<file path="config.mk">
export PLATFORM = sky130hd
export DESIGN_NAME = mem_stage
export DESIGN_NICKNAME = d
export VERILOG_FILES = /design/src/rtl/mem_stage.sv
export SDC_FILE = /design/constraint.sdc
export NUM_CORES = 1
export LEC_CHECK = 0
export CORE_MARGIN = 2
export CORE_UTILIZATION = 45
export CTS_BUF_LIST = sky130_fd_sc_hd__clkbuf_8
export CTS_CLUSTER_SIZE = 28
export DETAILED_ROUTE_END_ITERATION = 6
export PLACE_DENSITY = 0.83
export SLEW_MARGIN = 20
export SYNTH_ARGS = -nofsm -noshare
export SYNTH_HDL_FRONTEND = slang
export SYNTH_SLANG_ARGS = --single-unit
</file>
<file path="constraint.sdc">
create_clock -name clk -period 2.36 [get_ports clk]
set_input_delay 0.354 -clock clk [delete_from_list [all_inputs] [get_ports clk]]
set_output_delay 0.354 -clock clk [all_outputs]
set_load 0.03 [all_outputs]
</file>
<file path="src/rtl/mem_stage.sv">
// DLX MEM stage: loads/stores over a req/ack data port with big-endian lanes and MEM/WB registers.
// Optional abort of unacknowledged accesses is enabled with MEM_TIMEOUT_EN.
module mem_stage #(
  parameter int TIMEOUT_CYCLES = 16,
  parameter int CNT_W          = 5
) (
  input  logic        clk,
  input  logic        reset,
  input  logic [31:0] result_mem,
  input  logic [31:0] store_data_mem,
  input  logic [5:0]  opcode_mem,
  input  logic        memwrite_mem,
  input  logic        memtoreg_mem,
  input  logic        regwrite_mem,
  input  logic [4:0]  towrite_mem,
  output logic        dmem_req,
  output logic        dmem_we,
  output logic [31:0] dmem_addr,
  output logic [3:0]  dmem_be,
  output logic [31:0] dmem_wdata,
  input  logic        dmem_ack,
  input  logic [31:0] dmem_rdata,
  output logic        mem_stall,
  output logic [31:0] wb_data,
  output logic [4:0]  towrite_wb,
  output logic        regwrite_wb,
  output logic        align_err,
  output logic        bus_err
);
  // state | meaning
  // IDLE  | pass ALU results through, launch aligned memory accesses
  // BUSY  | request outstanding, waiting for dmem_ack (or timeout)
  typedef enum logic {IDLE, BUSY} state_t;

  localparam logic [5:0] OP_LB = 6'h20, OP_LH = 6'h21, OP_LBU = 6'h24, OP_LHU = 6'h25;
  localparam logic [5:0] OP_SB = 6'h28, OP_SH = 6'h29;

  state_t      state, state_next;
  logic        mem_op, is_store, is_byte, is_half, is_signed, misaligned, timeout_hit;
  logic [3:0]  be_calc;
  logic [31:0] wdata_calc, load_data;
  logic [7:0]  load_byte;
  logic [15:0] load_half;

  always_comb begin
    mem_op     = memwrite_mem | memtoreg_mem;
    is_store   = memwrite_mem;
    is_byte    = (opcode_mem == OP_LB) || (opcode_mem == OP_LBU) || (opcode_mem == OP_SB);
    is_half    = (opcode_mem == OP_LH) || (opcode_mem == OP_LHU) || (opcode_mem == OP_SH);
    is_signed  = (opcode_mem == OP_LB) || (opcode_mem == OP_LH);
    misaligned = (is_half && result_mem[0]) ||
                 (!is_byte && !is_half && (result_mem[1:0] != 2'b00));
  end

  // Byte 0 lives in bits 31:24, so lane selection counts down from the MSB.
  always_comb begin
    be_calc    = 4'b1111;
    wdata_calc = store_data_mem;
    if (is_byte) begin
      be_calc    = 4'b1000 >> result_mem[1:0];
      wdata_calc = {4{store_data_mem[7:0]}};
    end else if (is_half) begin
      be_calc    = result_mem[1] ? 4'b0011 : 4'b1100;
      wdata_calc = {2{store_data_mem[15:0]}};
    end
  end

  always_comb begin
    case (result_mem[1:0])
      2'd0:    load_byte = dmem_rdata[31:24];
      2'd1:    load_byte = dmem_rdata[23:16];
      2'd2:    load_byte = dmem_rdata[15:8];
      default: load_byte = dmem_rdata[7:0];
    endcase
    load_half = result_mem[1] ? dmem_rdata[15:0] : dmem_rdata[31:16];
    load_data = dmem_rdata;
    if (is_byte)
      load_data = is_signed ? {{24{load_byte[7]}}, load_byte} : {24'd0, load_byte};
    else if (is_half)
      load_data = is_signed ? {{16{load_half[15]}}, load_half} : {16'd0, load_half};
  end

`ifdef MEM_TIMEOUT_EN
  logic [CNT_W-1:0] cnt;

  assign timeout_hit = (state == BUSY) && !dmem_ack && (cnt == CNT_W'(TIMEOUT_CYCLES - 1));

  always_ff @(posedge clk) begin
    if (reset) begin
      cnt     <= '0;
      bus_err <= 1'b0;
    end else begin
      bus_err <= timeout_hit;
      if (state != BUSY)
        cnt <= '0;
      else if (!dmem_ack)
        cnt <= cnt + CNT_W'(1);
    end
  end
`else
  logic unused_timeout_cfg;
  assign unused_timeout_cfg = TIMEOUT_CYCLES[0] ^ CNT_W[0];
  assign timeout_hit = 1'b0;
  assign bus_err     = 1'b0;
`endif

  always_ff @(posedge clk) begin
    if (reset) state <= IDLE;
    else       state <= state_next;
  end

  always_comb begin
    state_next = state;
    mem_stall  = 1'b0;
    case (state)
      IDLE: begin
        if (mem_op && !misaligned) begin
          mem_stall  = 1'b1;
          state_next = BUSY;
        end
      end
      BUSY: begin
        mem_stall = !dmem_ack && !timeout_hit;
        if (dmem_ack || timeout_hit) state_next = IDLE;
      end
      default: state_next = IDLE;
    endcase
  end

  always_ff @(posedge clk) begin
    if (reset) begin
      dmem_req    <= 1'b0;
      dmem_we     <= 1'b0;
      dmem_addr   <= '0;
      dmem_be     <= '0;
      dmem_wdata  <= '0;
      wb_data     <= '0;
      towrite_wb  <= '0;
      regwrite_wb <= 1'b0;
      align_err   <= 1'b0;
    end else begin
      align_err <= 1'b0;
      case (state)
        IDLE: begin
          if (!mem_op) begin
            wb_data     <= result_mem;
            towrite_wb  <= towrite_mem;
            regwrite_wb <= regwrite_mem;
          end else if (misaligned) begin
            align_err   <= 1'b1;
            regwrite_wb <= 1'b0;
          end else begin
            dmem_req    <= 1'b1;
            dmem_we     <= is_store;
            dmem_addr   <= {result_mem[31:2], 2'b00};
            dmem_be     <= be_calc;
            dmem_wdata  <= wdata_calc;
            regwrite_wb <= 1'b0;
          end
        end
        BUSY: begin
          if (dmem_ack) begin
            dmem_req   <= 1'b0;
            towrite_wb <= towrite_mem;
            if (is_store) begin
              regwrite_wb <= 1'b0;
            end else begin
              wb_data     <= load_data;
              regwrite_wb <= regwrite_mem;
            end
          end else if (timeout_hit) begin
            dmem_req    <= 1'b0;
            regwrite_wb <= 1'b0;
          end
        end
        default: ;
      endcase
    end
  end
endmodule

</file>
==> metrics, run 1 <==
CTS buffer count=9; achievable frequency=437 MHz; Die H=roughly 120 um; Peak supply drop=0.000257 V; Synth top area share=38.6%; total clock sinks=around 110; Worst R2R Start=state; hold_buf cts=0; Setup Viol. Count Final=0; slowest CP cell=clkdlybuf4s50_1; crit path DAT=1.93 ns; largest net degree at the start of global routing=46; async set-reset flop share out of synthesis=0%; Hold Vio Cnt, Final=0; Placer Congestion=roughly 0.96; Top FF cell, synth=dfxtp_1; Worst EP required=approximately 2 ns; DIE WIDTH=116 um; number of synthesized flops with an enable pin=0; Clock Tree Root=clkbuf_8; crit-path max cell delay=0.50 ns; ant diodes=0; R2R Path End=wb_data[21]; synth top area cells=dfxtp_1, nand2_1, o31ai_1; routed wl met3=2.31 mm; GRT Overall Usage=about a third; # IOs=224; placed wire-length estimate=16.3 mm; Setup Skew=0.0159 ns; via density per instance=approximately 6.3; WS Path Type=input port to output port; wire per inst=20.9 um; post-route insts no fill=1,047; Post-Place Cells=1,031; Rows=40; largest area contributor in the netlist=dfxtp_1; vias in the first global route=approximately 6,200; worst reg2reg setup slack=0.41 ns; sequential element share of the synthesized area=between 30% and 40%; Final min period=2.29 ns; Warnings, synthesis=0; Synth Instances=668; post-CTS sizing=1; crit path cell chain=clkdlybuf4s50_1 > or3b_4 > o21ai_4 > nand3_2 > nand2_1 > buf_4; Worst-path clk slew=0.11 ns; post-synthesis cell area=around 0.0056 mm^2; fin crit share=96.9%; clock latency on the worst-skew pair=roughly 0.38 ns; share of layout cells above drive strength 1=10.9%; Initial Util=roughly 46%; htree depth=3; area grow syn2layout=49.5%; Yosys reg bits=108; global-route wire length before repair=33.7 mm; failing checks=DRC; Tot Pwr=0.00457 W; pwr dens=546 mW/mm^2; WL final=21.9 mm; Worst Reg-to-Reg Cells=5; status=complete, but fails checks; Final #Nets=between 900 and 1,000; post-CTS setup buffer count=0; initial antenna violation count=0; via count=approximately 6,600; Max clock buf depth=2; top layer in use=met4; worst hold slack=0.272 ns; DRC=1; met2 wire length=9.88 mm; Top delay family on crit path=simple AND/OR/NAND/NOR gates; Synth cell types=56; crit path max fanout=5; most frequent cells in the layout=clkdlybuf4s50_1, dfxtp_1, nand2_1; Slew Limit Fails=0; antenna-violating nets left=0; hold path start=reset; die footprint=0.0133 mm^2; post-synthesis average cell area=8.38 um^2; hold endpoint=wb_data[1]; commonest non-fill, non-tap cell in the layout=clkdlybuf4s50_1; WP buf/inv=2; Max Cap Viol=0; Port Buffers=220; Hold Crit Depth=2; TritonCTS clock tree=done; startpoint type of the worst setup path=input port; Worst Setup End Kind=output port; wire length on met1=9.01 mm; aggregate global routing overflow=0; Core Box Area=0.0121 mm^2; unrepaired setup endpoints after global routing=no; drt initial violations=909; HP Class=input port to flip-flop; Leakage=3.05 nW; drt pass-1 iters=7
==> how the worst max path moves through the flow <==
stage,from,end,depth (start not counted)
finish,opcode_mem[5],mem_stall,6
global route,opcode_mem[5],mem_stall,6
CTS,opcode_mem[5],mem_stall,6
detailed placement,opcode_mem[5],dmem_wdata[18],7
global placement,opcode_mem[5],dmem_wdata[9],6
floorplan,opcode_mem[1],mem_stall,6
==> synthesized netlist by cell type, types with 5 or more instances <==
master and n:
dfxtp_1 108, a31oi_1 10, a21oi_1 49, nand4_1 42
nand2_1 78, o41ai_1 8, o31a_1 5, nand3_1 22
a221oi_1 16, a32oi_1 5, o31ai_1 39, or2_2 5
and3_1 5, o21a_1 10, o21ai_0 40, a22o_1 18
mux2i_1 21, buf_4 5, buf_2 23, buf_1 9
a311oi_1 11, inv_1 12, o211ai_1 20, clkbuf_1 40
nor2_1 13
==> per-stage QoR <==
stage	setup TNS [ns]	setup slack, ns	instance area (um^2)	util [%]
after floorplan	0	0.341	5600	-
after global placement	-0.0106	-0.00230	8160	67.6
after detailed placement	-0.701	-0.107	8160	67.6
after CTS	0	0.0514	8360	69.3
after global routing	0	0.0193	8370	69.4
final	0	0.0730	8370	69.4
==> routing by layer <==
metal,vias up,GRT usage [%]
met5,-,0
met4,0,11.9
met3,65,6.43
met2,453,50.9
met1,3096,43.6
li1,2958,-
==> power by group <==
part / switching (W) / internal [W]
sequential: 0.0000711 / 0.00194
combinational: 0.000781 / 0.000595
clock: 0.000663 / 0.000521
total: 0.00152 / 0.00305
==> cell type report <==
class	instances	area (um^2)
Fill cell	947	3700
Clock buffer	10	138
Sequential cell	108	2160
Tap cell	168	210
Multi-Input combinational cell	472	3110
Clock inverter	6	63.8
Inverter	13	48.8
Timing Repair Buffer	270	2630
==> flip-flops by register name (all words and copies together), names as in the netlist <==
name         count
dmem_wdata      32
wb_data         32
dmem_addr       30
towrite_wb       5
dmem_be          4
align_err        1
dmem_req         1
dmem_we          1
regwrite_wb      1
state            1
==> cells by family (layout without fill, tap and decap cells) <==
family	after synthesis	in the layout	synth area share, %
AO/OA/AOI/OAI	255	255	32.5
AND/OR/NAND/NOR	188	188	16.9
flip-flops	108	108	38.6
buffers and inverters	90	299	6.89
multiplexers	26	26	4.96
other	1	3	0.0670
Note: power is estimated with default switching activity, not from simulation.
==> run 2: changes to the inputs <==
--- a/config.mk
+++ b/config.mk
@@ -8,7 +8,7 @@
 export CORE_MARGIN = 2
 export CORE_UTILIZATION = 45
 export CTS_BUF_LIST = sky130_fd_sc_hd__clkbuf_8
-export CTS_CLUSTER_SIZE = 28
+export CTS_CLUSTER_SIZE = 12
 export DETAILED_ROUTE_END_ITERATION = 6
 export PLACE_DENSITY = 0.83
 export SLEW_MARGIN = 20
==> results of run 2 <==
The final DEF is identical to that of run 1; final timing and power are the same.
==> run 3: changes to the inputs <==
--- a/config.mk
+++ b/config.mk
@@ -10,6 +10,7 @@
 export CTS_BUF_LIST = sky130_fd_sc_hd__clkbuf_8
 export CTS_CLUSTER_SIZE = 12
 export DETAILED_ROUTE_END_ITERATION = 6
+export GPL_ROUTABILITY_DRIVEN = 0
 export PLACE_DENSITY = 0.83
 export SLEW_MARGIN = 20
 export SYNTH_ARGS = -nofsm -noshare
==> run 3 against run 2 <==
  * The flow now finishes without violations
  * Critical path depth unchanged
  * Routed wire length fell by 1.2%
  * Global-route usage is 0.49 points lower
  * Worst setup slack better by 0.040 ns
  * Sequential share of layout area fell by 0.15 points
  * Worst hold slack better by 0.12 ns
  * Critical endpoint unchanged
  * Combinational power about the same
==> metrics, run 3 (synthesized netlist as in run 1, its figures left out) <==
Max Cap Viol=0; Top Registers=dmem_wdata x32, wb_data x32, dmem_addr x30; Setup Viol. Count Final=0; Port Buffers=220; achievable frequency=445 MHz; post-CTS setup buffer count=0; Clock Tree Root=clkbuf_8; Core Box Area=0.0121 mm^2; crit path DAT=1.89 ns; GRT Overall Usage=a little under a third; slowest CP cell=clkdlybuf4s50_1; Worst-path clk slew=0.11 ns; Setup crit start=opcode_mem[5]; drt pass-1 iters=5; pwr dens=570 mW/mm^2; vias in the first global route=6,139; placed wire-length estimate=16.1 mm; htree depth=3; CTS buffer count=9; wire per inst=20.6 um; aggregate global routing overflow=0; WP buf/inv=2; fin crit share=95.2%; TritonCTS clock tree=done; crit-path max cell delay=0.50 ns; area grow syn2layout=50.4%; Die H=116 um; Peak supply drop=between 0.0003 and 0.0004 V; startpoint type of the worst setup path=input port; placed cell areas=0.00816 mm^2; Setup Skew=0.00989 ns; Hold Vio Cnt, Final=0; global-route wire length before repair=33.1 mm; Top delay family on crit path=simple AND/OR/NAND/NOR gates; Final min period=2.25 ns; drt initial violations=849; design area=0.00842 mm^2; HP Class=input port to flip-flop; TNS Setup=0 ns; Worst path depth=6; most frequent cells in the layout=clkdlybuf4s50_1, dfxtp_1, nand2_1; WL final=21.6 mm; commonest non-fill, non-tap cell in the layout=clkdlybuf4s50_1; Max clock buf depth=2; Leakage=3.08 nW; via density per instance=a little over 6; total clock sinks=108; share of layout cells above drive strength 1=11.0%; die footprint=0.0133 mm^2; Slew Limit Fails=0; via count=about 6,500; worst reg2reg setup slack=0.37 ns; initial antenna violation count=0; Worst Reg-to-Reg Cells=5; status=completed; DIE WIDTH=116 um; Worst Setup EP=mem_stall; antenna-violating nets left=0; unrepaired setup endpoints after global routing=no; DRC=0; # IOs=224; WS Path Type=input port to output port; Final #Nets=just under 1,000; Worst Setup End Kind=output port; crit path max fanout=5; crit path cell chain=clkdlybuf4s50_1 > or3b_4 > o21ai_4 > nand3_2 > nand2_1 > buf_4; ant diodes=0; clock latency on the worst-skew pair=0.38 ns; largest net degree at the start of global routing=46; Worst EP required=2.01 ns; Initial Util=between 40% and 50%; Rows=40; R2R Path End=wb_data[31]; Worst R2R Start=state
## run 3: per-stage QoR
step | instances | worst slack [ns] | util, % | hold WS [ns] | power, W
after global placement | 1031 | -0.00110 | 67.6 | 0.442 | 0.00336
after detailed placement | 1031 | -0.0850 | 67.6 | 0.449 | 0.00339
final | 1047 | 0.113 | 69.8 | 0.392 | 0.00480
after floorplan | 670 | 0.341 | - | 0.502 | 0.00273
after global routing | 1047 | 0.0349 | 69.8 | 0.395 | 0.00496
after CTS | 1047 | 0.0700 | 69.7 | 0.372 | 0.00478
## run 3: how the worst min path moves through the flow
stage / slack, ns / cells after the start / start / to
after floorplan: 0.50 / 2 / towrite_mem[0] / towrite_wb[0]
after global placement: 0.44 / 2 / towrite_wb[3] / towrite_wb[3]
after detailed placement: 0.45 / 2 / towrite_wb[1] / towrite_wb[1]
after CTS: 0.37 / 2 / reset / dmem_req
after global routing: 0.40 / 2 / reset / dmem_req
final: 0.39 / 2 / reset / dmem_req
## run 3: worst register-to-register path, delay by kind of cell (launching register included)
| kind | cells | cell delay [ns] |
|---|---|---|
| AOI/OAI and AO/OA | 1 | 0.31 |
| and+or+nand+nor | 3 | 0.76 |
| buffers and inverters | 1 | 0.21 |
| DFF | 1 | 0.61 |
## run 3: repair_timing
| item | in CTS | in global routing |
|---|---|---|
| gates resized for setup | 1 | 1 |
| setup endpoints to repair | 1 | 1 |
| hold buffers | 0 | 0 |
| endpoints found under the hold margin | 0 | 0 |
| pin swaps | 0 | 0 |
## run 3: cell type report
| class | instances | area (um^2) |
|---|---|---|
| Clock inverter | 7 | 128 |
| Tap cell | 168 | 210 |
| Clock buffer | 9 | 124 |
| Inverter | 13 | 48.8 |
| Multi-Input combinational cell | 472 | 3110 |
| Timing Repair Buffer | 270 | 2630 |
| Fill cell | 947 | 3650 |
| Sequential cell | 108 | 2160 |
## run 3: power by group
part	total (W)	switching [W]	leakage [nW]	internal (W)
Combinational	0.00138	0.000778	2.07	0.000597
Clock	0.00141	0.000690	0.127	0.000724
Sequential	0.00201	0.0000701	0.884	0.00194
## run 3: routing by layer
metal	share of wire [%]	track usage [%]	vias up
met5	0	0	-
li1	-	-	2965
met4	2.6	10.6	0
met1	42	43.4	3063
met2	46	50.2	397
met3	9.9	6.07	57
